**src/rtl/mastermind_pkg.sv**
```systemverilog
// Shared types and constants for the Mastermind scoreboard slice.
// Game states, result record and the well-formed-result check live here.
package mastermind_pkg;

   localparam int PEGS_DEF        = 4;
   localparam int MAX_GUESSES_DEF = 8;
   localparam int CNT_W_DEF       = 4;
   localparam int COLOR_W         = 3;
   localparam int DISP_W          = 4;

   localparam logic [DISP_W-1:0] WIN_DISP  = 4'h8;
   localparam logic [DISP_W-1:0] LOSE_DISP = 4'hF;

   typedef enum logic [1:0] {
      IDLE = 2'd0,
      PLAY = 2'd1,
      WIN  = 2'd2,
      LOSE = 2'd3
   } game_state_t;

   typedef struct packed {
      logic [COLOR_W-1:0] red;
      logic [COLOR_W-1:0] white;
   } result_t;

   // Sum is taken one bit wider than the colour fields so 7+7 cannot wrap.
   function automatic logic result_well_formed(input logic [COLOR_W-1:0] red,
                                               input logic [COLOR_W-1:0] white,
                                               input int                 pegs);
      logic [COLOR_W:0] sum;
      sum = {1'b0, red} + {1'b0, white};
      return (red <= COLOR_W'(pegs)) && (sum <= (COLOR_W+1)'(pegs));
   endfunction

endpackage

```
**src/rtl/mastermind_scoreboard_if.sv**
```systemverilog
// Result handshake between the guess-evaluation datapath (master)
// and the scoreboard (slave).
interface mastermind_scoreboard_if;
   import mastermind_pkg::*;

   logic               new_game;
   logic               result_valid;
   logic [COLOR_W-1:0] red_in;
   logic [COLOR_W-1:0] white_in;
   logic               accept_guess;
   logic               protocol_err;

   modport master (
      output new_game, result_valid, red_in, white_in,
      input  accept_guess, protocol_err
   );

   modport slave (
      input  new_game, result_valid, red_in, white_in,
      output accept_guess, protocol_err
   );

endinterface

```
**src/rtl/mastermind_history_ram.sv**
```systemverilog
// Per-game result history: synchronous write, registered read.
// A same-cycle read of the slot being written returns the old contents.
module mastermind_history_ram
   import mastermind_pkg::*;
#(
   parameter int DEPTH  = MAX_GUESSES_DEF,
   parameter int ADDR_W = $clog2(DEPTH)
) (
   input  logic              clk,
   input  logic              resetn,
   input  logic              wr_en,
   input  logic [ADDR_W-1:0] wr_addr,
   input  result_t           wr_data,
   input  logic              rd_en,
   input  logic [ADDR_W-1:0] rd_addr,
   output result_t           rd_data
);

   result_t mem_q [DEPTH];
   result_t rd_data_q;
   result_t rd_data_d;

   always_comb begin
      rd_data_d = '0;
      if (rd_en) begin
         rd_data_d = mem_q[rd_addr];
      end
   end

   // Storage carries no reset so it can map onto RAM; validity is tracked by the caller.
   always_ff @(posedge clk) begin
      if (wr_en) begin
         mem_q[wr_addr] <= wr_data;
      end
   end

   always_ff @(posedge clk) begin
      if (!resetn) begin
         rd_data_q <= '0;
      end else begin
         rd_data_q <= rd_data_d;
      end
   end

   assign rd_data = rd_data_q;

endmodule

```
**src/rtl/mastermind_scoreboard.sv**
```systemverilog
// Mastermind scoreboard: counts guesses, decides win/loss, drives HEX/LED status
// and keeps a readable history. Define MASTERMIND_BEST_SCORE_EN to track best score.
module mastermind_scoreboard
   import mastermind_pkg::*;
#(
   parameter int PEGS        = PEGS_DEF,
   parameter int MAX_GUESSES = MAX_GUESSES_DEF,
   parameter int CNT_W       = CNT_W_DEF
) (
   input  logic                    clk,
   input  logic                    resetn,
   mastermind_scoreboard_if.slave  res,
   output logic [1:0]              game_state,
   output logic [CNT_W-1:0]        guess_count,
   output logic [DISP_W-1:0]       disp_red,
   output logic [DISP_W-1:0]       disp_white,
   input  logic [CNT_W-1:0]        hist_rd_idx,
   output logic [COLOR_W-1:0]      hist_rd_red,
   output logic [COLOR_W-1:0]      hist_rd_white,
   output logic [CNT_W-1:0]        best_score
);

   localparam int ADDR_W = $clog2(MAX_GUESSES);

   game_state_t       state_q, state_d;
   logic [CNT_W-1:0]  guess_count_q, guess_count_d;
   logic [DISP_W-1:0] disp_red_q, disp_red_d;
   logic [DISP_W-1:0] disp_white_q, disp_white_d;
   logic              protocol_err_q, protocol_err_d;

   logic              hist_wr_en;
   result_t           hist_wr_data;
   logic              hist_rd_en;
   result_t           hist_rd_data;

   // new_game overrides everything; results only count while playing.
   always_comb begin
      state_d        = state_q;
      guess_count_d  = guess_count_q;
      disp_red_d     = disp_red_q;
      disp_white_d   = disp_white_q;
      protocol_err_d = 1'b0;
      hist_wr_en     = 1'b0;
      hist_wr_data   = '{red: res.red_in, white: res.white_in};

      if (res.new_game) begin
         state_d       = PLAY;
         guess_count_d = '0;
         disp_red_d    = '0;
         disp_white_d  = '0;
      end else if (state_q == PLAY && res.result_valid) begin
         if (result_well_formed(res.red_in, res.white_in, PEGS)) begin
            hist_wr_en    = 1'b1;
            guess_count_d = guess_count_q + CNT_W'(1);
            disp_red_d    = {1'b0, res.red_in};
            disp_white_d  = {1'b0, res.white_in};
            if (res.red_in == COLOR_W'(PEGS)) begin
               state_d      = WIN;
               disp_red_d   = WIN_DISP;
               disp_white_d = WIN_DISP;
            end else if (guess_count_d == CNT_W'(MAX_GUESSES)) begin
               state_d      = LOSE;
               disp_red_d   = LOSE_DISP;
               disp_white_d = LOSE_DISP;
            end
         end else begin
            protocol_err_d = 1'b1;
         end
      end
   end

   always_ff @(posedge clk) begin
      if (!resetn) begin
         state_q        <= IDLE;
         guess_count_q  <= '0;
         disp_red_q     <= '0;
         disp_white_q   <= '0;
         protocol_err_q <= 1'b0;
      end else begin
         state_q        <= state_d;
         guess_count_q  <= guess_count_d;
         disp_red_q     <= disp_red_d;
         disp_white_q   <= disp_white_d;
         protocol_err_q <= protocol_err_d;
      end
   end

   // Slots at or beyond the current count belong to no guess of this game.
   assign hist_rd_en = (hist_rd_idx < guess_count_q);

   mastermind_history_ram #(
      .DEPTH  (MAX_GUESSES),
      .ADDR_W (ADDR_W)
   ) u_history (
      .clk     (clk),
      .resetn  (resetn),
      .wr_en   (hist_wr_en),
      .wr_addr (guess_count_q[ADDR_W-1:0]),
      .wr_data (hist_wr_data),
      .rd_en   (hist_rd_en),
      .rd_addr (hist_rd_idx[ADDR_W-1:0]),
      .rd_data (hist_rd_data)
   );

`ifdef MASTERMIND_BEST_SCORE_EN
   logic [CNT_W-1:0] best_score_q, best_score_d;

   always_comb begin
      best_score_d = best_score_q;
      if (state_q == PLAY && state_d == WIN &&
          (best_score_q == '0 || guess_count_d < best_score_q)) begin
         best_score_d = guess_count_d;
      end
   end

   always_ff @(posedge clk) begin
      if (!resetn) begin
         best_score_q <= '0;
      end else begin
         best_score_q <= best_score_d;
      end
   end

   assign best_score = best_score_q;
`else
   assign best_score = '0;
`endif

   assign res.accept_guess = (state_q == PLAY);
   assign res.protocol_err = protocol_err_q;
   assign game_state       = state_q;
   assign guess_count      = guess_count_q;
   assign disp_red         = disp_red_q;
   assign disp_white       = disp_white_q;
   assign hist_rd_red      = hist_rd_data.red;
   assign hist_rd_white    = hist_rd_data.white;

endmodule

```
**src/flat_wrapper.sv**
```systemverilog
// flat-port wrapper written by rule: the top's interface ports become plain ports
module mastermind_scoreboard_flat import mastermind_pkg::*;
#(
   parameter int PEGS        = PEGS_DEF,
   parameter int MAX_GUESSES = MAX_GUESSES_DEF,
   parameter int CNT_W       = CNT_W_DEF
)
  (clk, resetn, game_state, guess_count, disp_red, disp_white, hist_rd_idx, hist_rd_red, hist_rd_white, best_score, res_new_game, res_result_valid, res_red_in, res_white_in, res_accept_guess, res_protocol_err);
  mastermind_scoreboard_if res_i ();
  input  logic clk;
  input  logic resetn;
  output logic [1:0] game_state;
  output logic [CNT_W-1:0] guess_count;
  output logic [DISP_W-1:0] disp_red;
  output logic [DISP_W-1:0] disp_white;
  input  logic [CNT_W-1:0] hist_rd_idx;
  output logic [COLOR_W-1:0] hist_rd_red;
  output logic [COLOR_W-1:0] hist_rd_white;
  output logic [CNT_W-1:0] best_score;
  input wire logic [$bits(res_i.new_game)-1:0] res_new_game;
  input wire logic [$bits(res_i.result_valid)-1:0] res_result_valid;
  input wire logic [$bits(res_i.red_in)-1:0] res_red_in;
  input wire logic [$bits(res_i.white_in)-1:0] res_white_in;
  output wire logic [$bits(res_i.accept_guess)-1:0] res_accept_guess;
  output wire logic [$bits(res_i.protocol_err)-1:0] res_protocol_err;
  assign res_i.new_game = res_new_game;
  assign res_i.result_valid = res_result_valid;
  assign res_i.red_in = res_red_in;
  assign res_i.white_in = res_white_in;
  assign res_accept_guess = res_i.accept_guess;
  assign res_protocol_err = res_i.protocol_err;
  mastermind_scoreboard #(.PEGS(PEGS), .MAX_GUESSES(MAX_GUESSES), .CNT_W(CNT_W)) u_core (.clk(clk), .resetn(resetn), .res(res_i), .game_state(game_state), .guess_count(guess_count), .disp_red(disp_red), .disp_white(disp_white), .hist_rd_idx(hist_rd_idx), .hist_rd_red(hist_rd_red), .hist_rd_white(hist_rd_white), .best_score(best_score));
endmodule
```
**config.mk**
```make
export PLATFORM = sky130hd
export DESIGN_NAME = mastermind_scoreboard_flat
export DESIGN_NICKNAME = d
export VERILOG_FILES = /design/src/rtl/mastermind_pkg.sv /design/src/rtl/mastermind_scoreboard_if.sv /design/src/rtl/mastermind_history_ram.sv /design/src/rtl/mastermind_scoreboard.sv /design/src/flat_wrapper.sv
export SDC_FILE = /design/constraint.sdc
export NUM_CORES = 1
export LEC_CHECK = 0
export CORE_ASPECT_RATIO = 1.1
export CORE_MARGIN = 5
export CORE_UTILIZATION = 54
export DETAILED_ROUTE_END_ITERATION = 10
export GPL_ROUTABILITY_DRIVEN = 0
export HOLD_SLACK_MARGIN = 0.08
export PLACE_DENSITY = 0.79
export SLEW_MARGIN = 20
export SYNTH_ARGS = -nofsm -noshare
export SYNTH_HDL_FRONTEND = slang
export SYNTH_HIERARCHICAL = 1
export SYNTH_SLANG_ARGS = --single-unit
export TNS_END_PERCENT = 20
```
**constraint.sdc**
```tcl
create_clock -name clk -period 4.1 [get_ports clk]
set_input_delay 0.82 -clock clk [delete_from_list [all_inputs] [get_ports clk]]
set_output_delay 0.82 -clock clk [all_outputs]
set_load 0.05 [all_outputs]
```
Word-level counts from Yosys, hierarchy flattened
Memory sizes are Yosys's and may differ from the RTL's. A register that Yosys moved wholly into a read port is not among the register bits.
Cells that the tools add are included.
{"block": "op_classes", "addsub": 2, "order_cmp": 3, "n_eq_ne": 3, "n_mux": 15, "n_bitwise": 2, "n_reduce_logical": 13}
{"operator": "2-to-1 mux 4 bit", "count": 4}
{"operator": "2-to-1 mux 1 bit", "count": 9}
{"operator": "AND reduction 3 bit", "count": 2}
{"operator": "nonzero test 2 bit", "count": 3}
{"operator": "adder 3 x 3 -> 4 bit", "count": 1}
{"operator": "adder 4 x 1 -> 4 bit, second input constant", "count": 1}
{"operator": "equality test 4 bit, second input constant", "count": 1}
{"operator": "<= comparator 4 x 3 -> 1 bit, second input constant", "count": 1}
{"operator": "< comparator 4 bit", "count": 1}
{"operator": "2-to-1 mux 2 bit", "count": 2}
{"operator": "AND reduction 2 bit", "count": 2}
{"operator": "equality test 3 bit, second input constant", "count": 1}
{"operator": "<= comparator 3 bit, second input constant", "count": 1}
{"operator": "nonzero test 3 bit", "count": 1}
{"operator": "OR reduction 3 bit", "count": 1}
{"operator": "equality test 2 x 1 -> 1 bit, second input constant", "count": 1}
{"operator": "logical AND 1 bit", "count": 2}
{"operator": "inverter 1 bit", "count": 2}
{"operator": "OR reduction 2 bit", "count": 1}
{"operator": "zero test 1 bit", "count": 1}
{"block": "totals", "regBits": 15, "ram_bits": 48, "inputBits": 14, "word_cells": 45, "memories": 1}
{"memory": "u_core.u_history.mem_q", "depth": 8, "word_bits": 6, "rd": 1, "rd_clocked_by_memory_dff": 1, "write_ports": 1, "line_no": "mastermind_history_ram.sv:19", "text": "result_t mem_q [DEPTH];"}

Logic depth before layout (Yosys ltp)
{"block": "logic_depth", "word_depth": 8, "mapped_depth": 9, "depth_no_buf": 9}

Modules after synthesis
Netlist, hierarchy kept.
{"module": "mastermind_history_ram", "instances": 1, "cells_each": 118, "area_per_inst_um2": 2087.0}
{"module": "mastermind_scoreboard", "instances": 1, "cells_each": 100, "area_per_inst_um2": 858.3}

Worst setup path after synthesis
Ideal clock, no wire load.
{"block": "synth_timing", "kind": "input to register", "start": "input port res_red_in[0]", "end": "memory u_core/u_history/mem_q[4][0] (netlist name), enable pin", "setup_ps": 377, "t_arrival_ps": 2988, "required_ps": 3723, "slack_ps": 735, "cell_stages": 9, "path_buffers": 0, "cell_sequence": "ha_1 inv_1 fa_1 xnor2_1 a211oi_2 nand2_1 nor2_1 nand2_1 nor3_1"}
{"block": "synth_between", "elab_chain_cells": 8, "word_cells_on_any_way": 9}
{"element": "start: declaration", "line_no": "flat_wrapper.sv:22", "text": "input wire logic [$bits(res_i.red_in)-1:0] res_red_in;"}
{"element": "adder 3 x 3 -> 4 bit", "line_no": "mastermind_pkg.sv:31", "text": "sum = {1'b0, red} + {1'b0, white};"}
{"element": "<= comparator 4 x 3 -> 1 bit", "line_no": "mastermind_pkg.sv:32", "text": "return (red <= COLOR_W'(pegs)) && (sum <= (COLOR_W+1)'(pegs));"}
{"element": "logical AND 1 bit (*)", "line_no": "mastermind_pkg.sv:32"}
{"element": "2-to-1 mux 1 bit (*)", "line_no": "mastermind_scoreboard.sv:52", "text": "if (result_well_formed(res.red_in, res.white_in, PEGS)) begin"}
{"element": "2-to-1 mux 1 bit (*)", "line_no": "mastermind_scoreboard.sv:51", "text": "end else if (state_q == PLAY && res.result_valid) begin"}
{"element": "2-to-1 mux 1 bit (*)", "line_no": "mastermind_scoreboard.sv:46", "text": "if (res.new_game) begin"}
{"element": "named net u_core.hist_wr_en", "line_no": "mastermind_scoreboard.sv:31", "text": "logic hist_wr_en;"}
{"element": "2-to-1 mux 1 bit (*)", "line_no": "mastermind_history_ram.sv:32", "text": "if (wr_en) begin"}
{"element": "2-to-1 mux 1 bit (not written as such) (*)", "line_no": "mastermind_history_ram.sv:33", "text": "mem_q[wr_addr] <= wr_data;"}
{"element": "end: declaration", "line_no": "mastermind_history_ram.sv:19"}
The timed path passes the listed nets; every way through them passes the cells marked *.

Worst setup path in the final report
{"block": "layout_timing", "start": "input port res_white_in[0]", "end": "memory u_core/u_history/mem_q[2][1] (netlist name), enable pin"}
{"block": "layout_between", "elab_chain_cells": 8}
{"element": "start: declaration", "line_no": "flat_wrapper.sv:23", "text": "input wire logic [$bits(res_i.white_in)-1:0] res_white_in;"}
{"element": "adder 3 x 3 -> 4 bit", "line_no": "mastermind_pkg.sv:31"}
{"element": "<= comparator 4 x 3 -> 1 bit", "line_no": "mastermind_pkg.sv:32"}
{"element": "logical AND 1 bit", "line_no": "mastermind_pkg.sv:32"}
{"element": "2-to-1 mux 1 bit", "line_no": "mastermind_scoreboard.sv:52"}
{"element": "2-to-1 mux 1 bit", "line_no": "mastermind_scoreboard.sv:51"}
{"element": "2-to-1 mux 1 bit", "line_no": "mastermind_scoreboard.sv:46"}
{"element": "named net u_core.hist_wr_en", "line_no": "mastermind_scoreboard.sv:31"}
{"element": "2-to-1 mux 1 bit", "line_no": "mastermind_history_ram.sv:32"}
{"element": "2-to-1 mux 1 bit (not written as such)", "line_no": "mastermind_history_ram.sv:33"}
The timed path passes the listed nets, and every way through them passes these cells.

==> results summary <==
The number of max-slew violations in the final report is 0. The count of yosys warnings during synthesis is 6. For this design, the slowest cell found on the critical path is sky130_fd_sc_hd__clkdlybuf4s50_1. Entering global routing, the biggest net connects 26 pins.

The total DRC errors in the routed layout is 0. Buffers inserted to repair hold after CTS numbered 0. The global-route usage over all layers came out at 0.191. The capture point of the critical path is u_core/u_history/mem_q[2][1]$_DFFE_PP_.

For the pin with the worst max-slew slack, the measured transition is 526 ps. Detailed placement finished with a half-perimeter wire length of 4290 microns. The critical path goes through clkdlybuf4s50_1 > ha_1 > inv_1 > fa_1 > xnor2_1 > a211oi_2 > nand2_1 > nor2_1 > nand2b_1 > nor2_1. The wire length per cell came out at 17.3 microns. The wire length of the first global-routing pass is 9850 microns. The minimum clock period is 3320 ps. TritonCTS built the clock tree. Clock-pin slew was measured on the worst setup and hold paths at 70 ps. The vias after detailed routing is 1888.

In the finished design, the share of the clock period the worst path needs comes to 0.809. For met2 alone, demand over resource in global routing was 0.300. The worst pin sits at a relative slew slack of 0.648. met2 is the most crowded layer.

The run finished with clean final reports. The total area inside the core boundary comes to 5330 sq um. Summed over all layers, the routed wires come to 6030 microns. The share of cells above drive strength 1 came out at 0.113.

The pre-CTS setup slack is 453 ps. The layout net count came out at 291. The area of the die came out at 7030 sq um. The count of cell instances traversed by the critical path is 10.

The port buffer count is 35. The I/O pin count is 40. The cell count after synthesis came out at 218.

The register bit total from synthesis came out at 68. The number of cells on the worst reg-to-reg path is 7. For this run, global-route usage on met3 was measured as 0.0528. The path type of the worst min-delay path is reg2reg.

The critical path starts at res_white_in[0]. The maximum achievable frequency is 302 MHz. The number of buffers between clock root and the deepest sink is 2. The clock arrives with 11.4 ps of skew.

On the worst path, the slowest cell contributes a delay of 550 ps. The peak ir drop on the vdd network is 0.235 mV. The maximum level of the CTS H-tree is 3. Across all setup checks in the final design, the least slack found is 783 ps. The initial antenna violation count came out at 0. The initial core utilization came out at 0.553. Counting distinct cell types in the post-synthesis netlist gives 39.

The later pin in the worst-skew pair is clocked with a latency of 330 ps. The total power per unit cell area came out at 417 nW/um^2. The highest fanout seen on the critical path is 6. The data required time at the worst endpoint is 4060 ps. Setup repair after global routing left no endpoint under its margin.

The count of nets left with antenna violations after detail routing came out at 0. By startpoint and endpoint, the worst setup path is classified as in2reg. The sequential area share after synthesis came out at 0.625. The die extent in y came out at 87.5 microns. The area occupied by registers came out at 1840 sq um. The max-capacitance violation count is 0. The startpoint kind of the worst setup timing path is a primary input.

The number of failing hold endpoints at the final stage came out at 0. The CTS buffer count came out at 9. The clock sink total is 68.

On the final layout, the worst hold slack is 466 ps. Using the TritonRoute via totals, the vias-per-cell ratio works out to 5.41. The total overflow reported by the global router came out at 0. The most numerous cell type found on the critical path is sky130_fd_sc_hd__nor2_1. The count of filler cells inserted in the layout is 399.

The initialized floorplan defines 28 standard-cell rows. The placed standard-cell area is 3390 sq um. The leakage power summed over all cells is 1.34 nW. After the first detailed-routing iteration, the DRC count stood at 177. The number of antenna diodes in the final layout is 0. The area occupied by multi-input gates came out at 988 sq um. The number of setup buffers added after CTS is 0. The met1 global-route usage came out at 0.252.

The number of buffers and inverters on the critical path is 2. Measured along the x axis, the die boundary spans 80.4 microns. In this design, the largest share of critical-path delay is due to simple AND/OR/NAND/NOR gates. The launching point of the worst reg2reg path is u_core/guess_count[1]$_SDFFE_PP0P_. The reg-to-reg setup timing slack is 2100 ps.

The startpoint identified for the worst hold timing path is u_core/disp_red[2]$_SDFFE_PP0P_. The total setup violations reported at the end of the flow is 0. The finished layout cell area came out at 3630 sq um. The terminus of the critical flop-to-flop path is u_core/u_history/rd_data[5]$_SDFF_PN0_. The kind of capture point of the worst setup path is a register. The average size of a mapped cell is 13.5 sq um. The tree is rooted in a sky130_fd_sc_hd__clkbuf_8. The netlist area before placement came out at 2950 sq um. The first detailed-routing pass ran for 4 iterations. Setup total negative slack on the finished layout was measured at 0 ps. The number of global-route vias before repair is 1889. The relative area change from synthesis to final layout is 23.1%. The critical path arrival is 3280 ps. The quantity of gates resized following cts came out at 0.
-- routing by layer --
layer,up-vias,wire length (microns)
li1,910,-
met1,899,2580
met2,70,2960
met3,9,377
met4,0,115
met5,-,0
-- sequential cells by signal, indices dropped and copies added, names as in the netlist --
signal	flops
u_core/res.protocol_err	1
u_core/disp_red	4
u_core/game_state	2
u_core/u_history/rd_data	6
u_core/u_history/mem_q	48
u_core/guess_count	4
u_core/disp_white	3
-- final cells by class --
class | instances | area share
tap | 75 | 0.0259
clock inverter | 5 | 0.0276
inverter | 8 | 0.00828
sequential | 68 | 0.508
clock buffer | 11 | 0.0362
multi-input combinational | 135 | 0.273
timing repair buffer | 47 | 0.121
-- worst reg2reg max path, cell delays in order, from the launching register on --
cell                      delay, ps
sky130_fd_sc_hd__dfxtp_1        580
sky130_fd_sc_hd__inv_1          100
sky130_fd_sc_hd__ha_1           300
sky130_fd_sc_hd__a21o_1         150
sky130_fd_sc_hd__a21o_1         180
sky130_fd_sc_hd__a21oi_1        130
sky130_fd_sc_hd__nand2_1        210
sky130_fd_sc_hd__nor3_1         260
-- placed cells by master, fill, tap and decap left out, drive strengths merged, types with 6 or more instances in the layout --
cell	n
ha	7
nor3	8
o21ai	9
edfxtp	48
clkbuf	11
a21oi	9
nor2	10
nand2	12
a22o	12
dfxtp	20
clkdlybuf4s50	35
buf	12
nand2b	6
inv	8
mux2i	30
-- cell families (layout without fill, tap and decap cells) --
logic type	Yosys count	after routing	synth area share
mux	30	30	0.102
fa+ha+maj	8	8	0.0365
compound gates	44	44	0.105
xor+xnor	1	1	0.00297
other cells	1	4	0.00127
flops	68	68	0.625
simple gates	48	48	0.0841
buf+inv	18	71	0.0429
-- metrics by stage --
| stage | cells | power (W) | util |
|---|---|---|---|
| global route | 349 | 0.00157 | 0.681 |
| CTS | 349 | 0.00153 | 0.681 |
| global placement | 333 | 0.000893 | 0.637 |
| detailed placement | 333 | 0.000895 | 0.637 |
| finish | 349 | 0.00151 | 0.681 |
| floorplan | 221 | 0.000846 | - |
-- how the worst min path moves through the flow --
stage | to | depth (start not counted)
3_5_place_dp | u_core/disp_red[0]$_SDFFE_PP0P_ | 2
4_1_cts | u_core/disp_white[1]$_SDFFE_PP0P_ | 2
6_report | u_core/disp_red[2]$_SDFFE_PP0P_ | 2
2_1_floorplan | u_core/u_history/rd_data[3]$_SDFF_PN0_ | 3
3_3_place_gp | u_core/disp_white[1]$_SDFFE_PP0P_ | 2
5_1_grt | u_core/disp_red[0]$_SDFFE_PP0P_ | 2
-- power by group --
group,switching [W],internal (W)
clock,0.000231,0.000403
sequential,0.00000231,0.000739
combinational,0.0000841,0.0000548
-- cell usage after synthesis (all sizes together) --
| cell type | n | share of area |
|---|---|---|
| edfxtp | 48 | 0.49 |
| mux2i | 30 | 0.10 |
| dfxtp | 20 | 0.14 |
| a22o | 12 | 0.036 |
| nand2 | 12 | 0.015 |
| nor2 | 10 | 0.013 |
| a21oi | 9 | 0.015 |
| buf | 9 | 0.031 |
| o21ai | 9 | 0.015 |
| inv | 8 | 0.010 |
| nor3 | 8 | 0.017 |
| ha | 7 | 0.030 |
| nand2b | 6 | 0.013 |
| a21o | 4 | 0.010 |
| nor2b | 3 | 0.0064 |
| a211oi | 2 | 0.0068 |
| nand3 | 2 | 0.0034 |
| nand3b | 2 | 0.0051 |
| o21a | 2 | 0.0051 |
| a211o | 1 | 0.0030 |
| a21bo | 1 | 0.0034 |
| a31o | 1 | 0.0030 |
| a31oi | 1 | 0.0021 |
| and2 | 1 | 0.0021 |
| clkbuf | 1 | 0.0013 |
| conb | 1 | 0.0013 |
| fa | 1 | 0.0068 |
| nand4 | 1 | 0.0021 |
| nor3b | 1 | 0.0025 |
| o211ai | 1 | 0.0025 |
| o31ai | 1 | 0.0025 |
| or3 | 1 | 0.0021 |
| or4 | 1 | 0.0025 |
| xnor2 | 1 | 0.0030 |
Note: power is estimated with default switching activity, not from simulation.
